### src/rtl/fetch_pkg.sv
// Shared types and constants for the instruction fetch stage.
// Optional JAL target generation is enabled by FETCH_JAL_REDIRECT_EN.
package fetch_pkg;

    typedef enum logic [2:0] {
        IDLE,
        REQ,
        WAIT,
        EXEC,
        HALT
    } fetch_state_t;

    localparam logic [6:0]  OPCODE_JAL = 7'b1101111;
    localparam logic [31:0] NOP_INSTR  = 32'h0000_0013;
    localparam logic [31:0] PC_STEP    = 32'd4;

endpackage

### src/rtl/instruction_fetch_if.sv
// Instruction-memory request/response channel of the fetch stage.
// The master side issues addresses, the slave side returns words.
interface instruction_fetch_if;

    logic        imem_req_valid;
    logic        imem_req_ready;
    logic [31:0] imem_addr;
    logic        imem_rsp_valid;
    logic [31:0] imem_rsp_data;

    modport master (
        output imem_req_valid,
        output imem_addr,
        input  imem_req_ready,
        input  imem_rsp_valid,
        input  imem_rsp_data
    );

    modport slave (
        input  imem_req_valid,
        input  imem_addr,
        output imem_req_ready,
        output imem_rsp_valid,
        output imem_rsp_data
    );

endinterface

### src/rtl/fetch_next_pc.sv
// Next-PC selection: redirect, then JAL (FETCH_JAL_REDIRECT_EN), then PC+4.
// Also flags a next PC that is not word aligned.
module fetch_next_pc
    import fetch_pkg::*;
(
    input  logic [31:0] pc,
    input  logic [31:0] instruction,
    input  logic        redirect_valid,
    input  logic [31:0] redirect_target,
    output logic [31:0] next_pc,
    output logic        misaligned
);

`ifdef FETCH_JAL_REDIRECT_EN
    logic [31:0] jal_imm;
    logic        is_jal;
    logic [4:0]  unused_rd;

    assign jal_imm = {{12{instruction[31]}},
                      instruction[19:12],
                      instruction[20],
                      instruction[30:21],
                      1'b0};
    assign is_jal    = (instruction[6:0] == OPCODE_JAL);
    assign unused_rd = instruction[11:7];

    always_comb begin
        next_pc = pc + PC_STEP;
        if (redirect_valid) begin
            next_pc = redirect_target;
        end else if (is_jal) begin
            next_pc = pc + jal_imm;
        end
    end
`else
    logic unused_instr;

    // Without in-fetch JAL the word is only needed by the datapath.
    assign unused_instr = ^instruction;

    always_comb begin
        next_pc = pc + PC_STEP;
        if (redirect_valid) begin
            next_pc = redirect_target;
        end
    end
`endif

    assign misaligned = (next_pc[1:0] != 2'b00);

endmodule

### src/rtl/instruction_fetch.sv
// Front-end fetch stage: owns the PC, one outstanding imem request.
// Build option FETCH_JAL_REDIRECT_EN computes JAL targets locally.
module instruction_fetch
    import fetch_pkg::*;
#(
    parameter logic [31:0] RESET_PC = 32'h0000_0000
) (
    input  logic                       clk,
    input  logic                       reset,
    instruction_fetch_if.master        imem,
    input  logic                       redirect_valid,
    input  logic [31:0]                redirect_target,
    output logic [31:0]                instruction,
    output logic [31:0]                pcNext,
    output logic [31:0]                pc,
    output logic                       exec_valid,
    output logic                       fault
);

    fetch_state_t state;
    logic         req_valid;
    logic [31:0]  next_pc;
    logic         misaligned;

    assign imem.imem_req_valid = req_valid;
    assign imem.imem_addr      = pc;

    fetch_next_pc u_next_pc (
        .pc              (pc),
        .instruction     (instruction),
        .redirect_valid  (redirect_valid),
        .redirect_target (redirect_target),
        .next_pc         (next_pc),
        .misaligned      (misaligned)
    );

    always_ff @(posedge clk) begin
        if (reset) begin
            state       <= IDLE;
            pc          <= RESET_PC;
            pcNext      <= RESET_PC + PC_STEP;
            instruction <= NOP_INSTR;
            exec_valid  <= 1'b0;
            req_valid   <= 1'b0;
            fault       <= 1'b0;
        end else begin
            unique case (state)
                IDLE: begin
                    req_valid <= 1'b1;
                    state     <= REQ;
                end
                REQ: begin
                    if (imem.imem_req_ready) begin
                        req_valid <= 1'b0;
                        state     <= WAIT;
                    end
                end
                WAIT: begin
                    if (imem.imem_rsp_valid) begin
                        instruction <= imem.imem_rsp_data;
                        exec_valid  <= 1'b1;
                        state       <= EXEC;
                    end
                end
                EXEC: begin
                    exec_valid <= 1'b0;
                    // A bad target freezes the PC so the faulting one stays visible.
                    if (misaligned) begin
                        fault <= 1'b1;
                        state <= HALT;
                    end else begin
                        pc        <= next_pc;
                        pcNext    <= next_pc + PC_STEP;
                        req_valid <= 1'b1;
                        state     <= REQ;
                    end
                end
                HALT: begin
                    state <= HALT;
                end
                default: begin
                    state <= IDLE;
                end
            endcase
        end
    end

endmodule

### src/flat_wrapper.sv
// flat-port wrapper written by rule: the top's interface ports become plain ports
module instruction_fetch_flat import fetch_pkg::*;
#(
    parameter logic [31:0] RESET_PC = 32'h0000_0000
)
  (clk, reset, redirect_valid, redirect_target, instruction, pcNext, pc, exec_valid, fault, imem_imem_req_valid, imem_imem_addr, imem_imem_req_ready, imem_imem_rsp_valid, imem_imem_rsp_data);
  instruction_fetch_if imem_i ();
  input  logic clk;
  input  logic reset;
  input  logic redirect_valid;
  input  logic [31:0] redirect_target;
  output logic [31:0] instruction;
  output logic [31:0] pcNext;
  output logic [31:0] pc;
  output logic exec_valid;
  output logic fault;
  output wire logic [$bits(imem_i.imem_req_valid)-1:0] imem_imem_req_valid;
  output wire logic [$bits(imem_i.imem_addr)-1:0] imem_imem_addr;
  input wire logic [$bits(imem_i.imem_req_ready)-1:0] imem_imem_req_ready;
  input wire logic [$bits(imem_i.imem_rsp_valid)-1:0] imem_imem_rsp_valid;
  input wire logic [$bits(imem_i.imem_rsp_data)-1:0] imem_imem_rsp_data;
  assign imem_imem_req_valid = imem_i.imem_req_valid;
  assign imem_imem_addr = imem_i.imem_addr;
  assign imem_i.imem_req_ready = imem_imem_req_ready;
  assign imem_i.imem_rsp_valid = imem_imem_rsp_valid;
  assign imem_i.imem_rsp_data = imem_imem_rsp_data;
  instruction_fetch #(.RESET_PC(RESET_PC)) u_core (.clk(clk), .reset(reset), .imem(imem_i), .redirect_valid(redirect_valid), .redirect_target(redirect_target), .instruction(instruction), .pcNext(pcNext), .pc(pc), .exec_valid(exec_valid), .fault(fault));
endmodule
### config.mk
export PLATFORM = sky130hd
export DESIGN_NAME = instruction_fetch_flat
export DESIGN_NICKNAME = d
export VERILOG_FILES = /design/src/rtl/fetch_pkg.sv /design/src/rtl/instruction_fetch_if.sv /design/src/rtl/fetch_next_pc.sv /design/src/rtl/instruction_fetch.sv /design/src/flat_wrapper.sv
export SDC_FILE = /design/constraint.sdc
export NUM_CORES = 1
export LEC_CHECK = 0
export ABC_AREA = 1
export BUFFER_PORTS_ARGS = -buffer_cell sky130_fd_sc_hd__buf_2
export CORE_MARGIN = 2
export CORE_UTILIZATION = 55
export DETAILED_ROUTE_END_ITERATION = 7
export GPL_TIMING_DRIVEN = 0
export PLACE_DENSITY = 0.86
export RECOVER_POWER = 50
export SLEW_MARGIN = 15
export SYNTH_ARGS = -nofsm -noshare
export SYNTH_HDL_FRONTEND = slang
export SYNTH_SLANG_ARGS = --single-unit
export TNS_END_PERCENT = 10
### constraint.sdc
create_clock -name clk -period 3.7 [get_ports clk]
set_input_delay 0.185 -clock clk [delete_from_list [all_inputs] [get_ports clk]]
set_output_delay 0.185 -clock clk [all_outputs]
set_load 0.1 [all_outputs]
==> run summary <==
The synthesized netlist net count came out at 964. The number of antenna repair diodes was 0; the minimum period implied by the final worst setup slack was 2660 ps. Number of nets still failing antenna checks after routing: 0. At the worst endpoint, the arrival time is 2990 ps.

Counting tap cells, the placed design contains a total of 1,228 instances. The global placer's final weighted congestion was 0.967; the final number of hold-violating endpoints was 0. The area of the core is 10,400 um2, and the share of the clock period used by the worst path is 0.719.

During synthesis, Yosys emitted a total of 0 warnings. After synthesis, the netlist uses 41 different library cells. By count the netlist is led by sky130_fd_sc_hd__nand2_1 (181), sky130_fd_sc_hd__nor2_1 (145), sky130_fd_sc_hd__dfxtp_1 (100). The global-route usage over all layers was 0.308.

By area the synthesized netlist is led by sky130_fd_sc_hd__dfxtp_1 (34%), sky130_fd_sc_hd__nand2_1 (12%), sky130_fd_sc_hd__nor2_1 (9.2%), sky130_fd_sc_hd__o21ai_0 (7.2%), sky130_fd_sc_hd__nand3_1 (4.9%). The top flip-flop cell by instance count after synthesis was sky130_fd_sc_hd__dfxtp_1. The finished layout holds 1,247 standard cells, fillers aside. After filler insertion, the fill cell instance count of the layout stands at 992. Clock-pin slew was measured on the worst setup and hold paths at 120 ps. The run finished with clean final reports. The number of register bits inferred by synthesis is 100.

The area growth from synthesis to layout was 21.7%. Clock tree synthesis selected as its root buffer the cell sky130_fd_sc_hd__clkbuf_8. The initial antenna violation count was 0; the area fraction of the dominant cell type after synthesis was 0.340.

The first-iteration detailed-routing DRC count is 411. The first global-routing pass estimated 27.9 mm of wire. The tools report the element type at the critical path end as a flip-flop. The logs give 6,478 for the total vias in the final route and 1080 ps for the worst slack at placement. The first detailed-routing pass took 5 iterations. Data on the critical path is required at its endpoint by 4030 ps. The routed via count divided by cell count works out to 5.19.

TritonCTS built the clock tree. Of all cell types, the one taking the most synthesized area is sky130_fd_sc_hd__dfxtp_1. The fraction of synthesis flops using an asynchronous set or reset pin came out at 0. IR analysis of the VDD net gives a maximum drop of 0.326 mV. The reported leakage power is 3.08 nW, and the clock latency on the worst-skew pair is 380 ps.

The logs give 0.340 for the sequential element share of the synthesized area and 7050 um2 for the placed cell area. The total number of nets in the final design was 1,177. Final number of max-transition violations: 0. Of all nets on the critical path, the largest fanout is 9. The element type at the critical path start was a flip-flop.

The critical path in this run is classified as flip-flop to flip-flop. The fmax was 376 MHz; the half-perimeter wire length after detailed placement was 13.9 mm. Setup slack closes at 1040 ps.

In the post-synthesis netlist, the cell with the most instances is sky130_fd_sc_hd__nand2_1. The total negative setup slack came out at 0 ps. For the final design instance area without fill, the log shows 7160 um2.

For the total of endpoints with negative setup slack in the final report, the log shows 0. Across the routed clock network, the largest skew measured is 19.9 ps. The synthesized instance count is 893, and the number of buffers on the longest clock path is 2. Remaining design rule violation count: 0. The CTS buffer count is 9, and the largest net degree at the start of global routing is 20. The worst slew margin relative to its limit was 0.176; the count of H-tree levels built during CTS was 3. The post-synthesis average cell area works out to 6.59 um2.

The class of the tightest hold or removal check is primary input to flip-flop. The design draws 2.79 mW. In this run, synthesis inferred 0 flip-flops with an integrated enable.

After clock tree synthesis, the repair step resized 0 gates. The via count of the first global-routing pass is 5,858. Top-level I/O count: 200.

Setup repair after global routing left no endpoint under its margin. The average wire per cell in the routed design is 14.4 um. Area of the mapped netlist: 5890 um2. The fraction of layout instances using a drive strength above 1 is 0.209, and the full die area is 11,500 um2. The die is 107 um tall. Dividing total power by cell area gives a power density of 389 nW/um2. The die is 107 um wide. During placement, the flow inserted port buffers numbering 199. The logs give 1040 ps for the worst setup slack for register-to-register paths and 0 for the remaining global-route overflow. The total of max-cap violations is 0, and the effective utilization at floorplan is 0.568. CTS saw 100 sinks.

The floorplan row count came out at 37. The total length of routed wires is 18.0 mm, and the slew at the pin with the worst max-slew slack is 1240 ps.
metrics by stage:
step / hold WS, ps / util
floorplan: 298 / -
global placement: 383 / 0.680
detailed placement: 399 / 0.680
CTS: 28.4 / 0.704
global route: 36.7 / 0.691
finish: 41.8 / 0.691
report_power, final:
group | switching, mW | internal, mW
logic | 0.685 | 0.160
clock network | 0.438 | 0.331
registers | 0.0454 | 1.13
final timing paths:
| path | from | endpoint | cells after the start |
|---|---|---|---|
| min reg2reg | u_core.pcNext[2]$_SDFFE_PP1P_ | u_core.pcNext[2]$_SDFFE_PP1P_ | 1 |
| max reg2reg | u_core.imem.imem_addr[2]$_SDFFE_PP0P_ | u_core.pcNext[23]$_SDFFE_PP0P_ | 15 |
| max | u_core.imem.imem_addr[2]$_SDFFE_PP0P_ | u_core.pcNext[23]$_SDFFE_PP0P_ | 15 |
| min | imem_imem_rsp_data[15] | u_core.instruction[15]$_SDFFE_PP0P_ | 3 |
cell type report:
cell class	instances	area (um2)	share of cell area
plain buffers	68	407	0.0568
clock buffers	9	124	0.0173
clock inverters	7	91.3	0.0128
inverters	77	289	0.0403
multi-input cells	648	3190	0.445
flip-flops and latches	100	2000	0.279
well taps	136	170	0.0238
repair buffers	202	890	0.124
placed cells by master (no fill, tap or decap), types with 22 or more instances in the layout:
cell,count
sky130_fd_sc_hd__buf_4,34
sky130_fd_sc_hd__o21ai_0,85
sky130_fd_sc_hd__dfxtp_1,100
sky130_fd_sc_hd__nand2_1,181
sky130_fd_sc_hd__clkbuf_1,127
sky130_fd_sc_hd__or2_2,22
sky130_fd_sc_hd__nor2_1,145
sky130_fd_sc_hd__nand3_1,58
sky130_fd_sc_hd__buf_2,103
sky130_fd_sc_hd__a21oi_1,46
sky130_fd_sc_hd__inv_1,73
state kept, by name, summed over array words and instances, names as in the netlist:
register	count
u_core.imem.imem_addr	30
u_core.instruction	32
u_core.imem.imem_req_valid	1
u_core.fault	1
u_core.state	3
u_core.pcNext	32
u_core.exec_valid	1
routing by layer:
metal / vias up / global-route usage / share of wire
li1: 3258 / - / -
met1: 2899 / 0.412 / 0.42
met2: 287 / 0.499 / 0.46
met3: 34 / 0.0587 / 0.096
met4: 0 / 0.101 / 0.023
met5: - / 0 / 0
cell families after synthesis:
group	share of synthesized area
and+or+nand+nor	0.388
AOI/OAI and AO/OA	0.130
buffers and inverters	0.118
DFF	0.340
xor gates and xnor gates	0.0193
adders and majority gates	0.00425
repair_timing:
action | 4_1_cts | 5_1_grt
hold buffers | 3 | 0
hold endpoints to repair | 3 | 0
setup buffers | 0 | 0
critical path, stage by stage, from the launching register on:
cell and delay, ps:
sky130_fd_sc_hd__dfxtp_1 540, sky130_fd_sc_hd__ha_1 310, sky130_fd_sc_hd__nand2_2 110, sky130_fd_sc_hd__nor2_4 200, sky130_fd_sc_hd__nand2_2 120, sky130_fd_sc_hd__nor2_4 170, sky130_fd_sc_hd__nand3b_1 90, sky130_fd_sc_hd__nand3_1 90
sky130_fd_sc_hd__nand2_1 180, sky130_fd_sc_hd__nor2_2 200, sky130_fd_sc_hd__nand3_1 100, sky130_fd_sc_hd__nor2_2 190, sky130_fd_sc_hd__nand2_1 120, sky130_fd_sc_hd__nand2_1 70, sky130_fd_sc_hd__nand2_1 40, sky130_fd_sc_hd__nor2_1 80
Note: power is estimated with default switching activity, not from simulation.
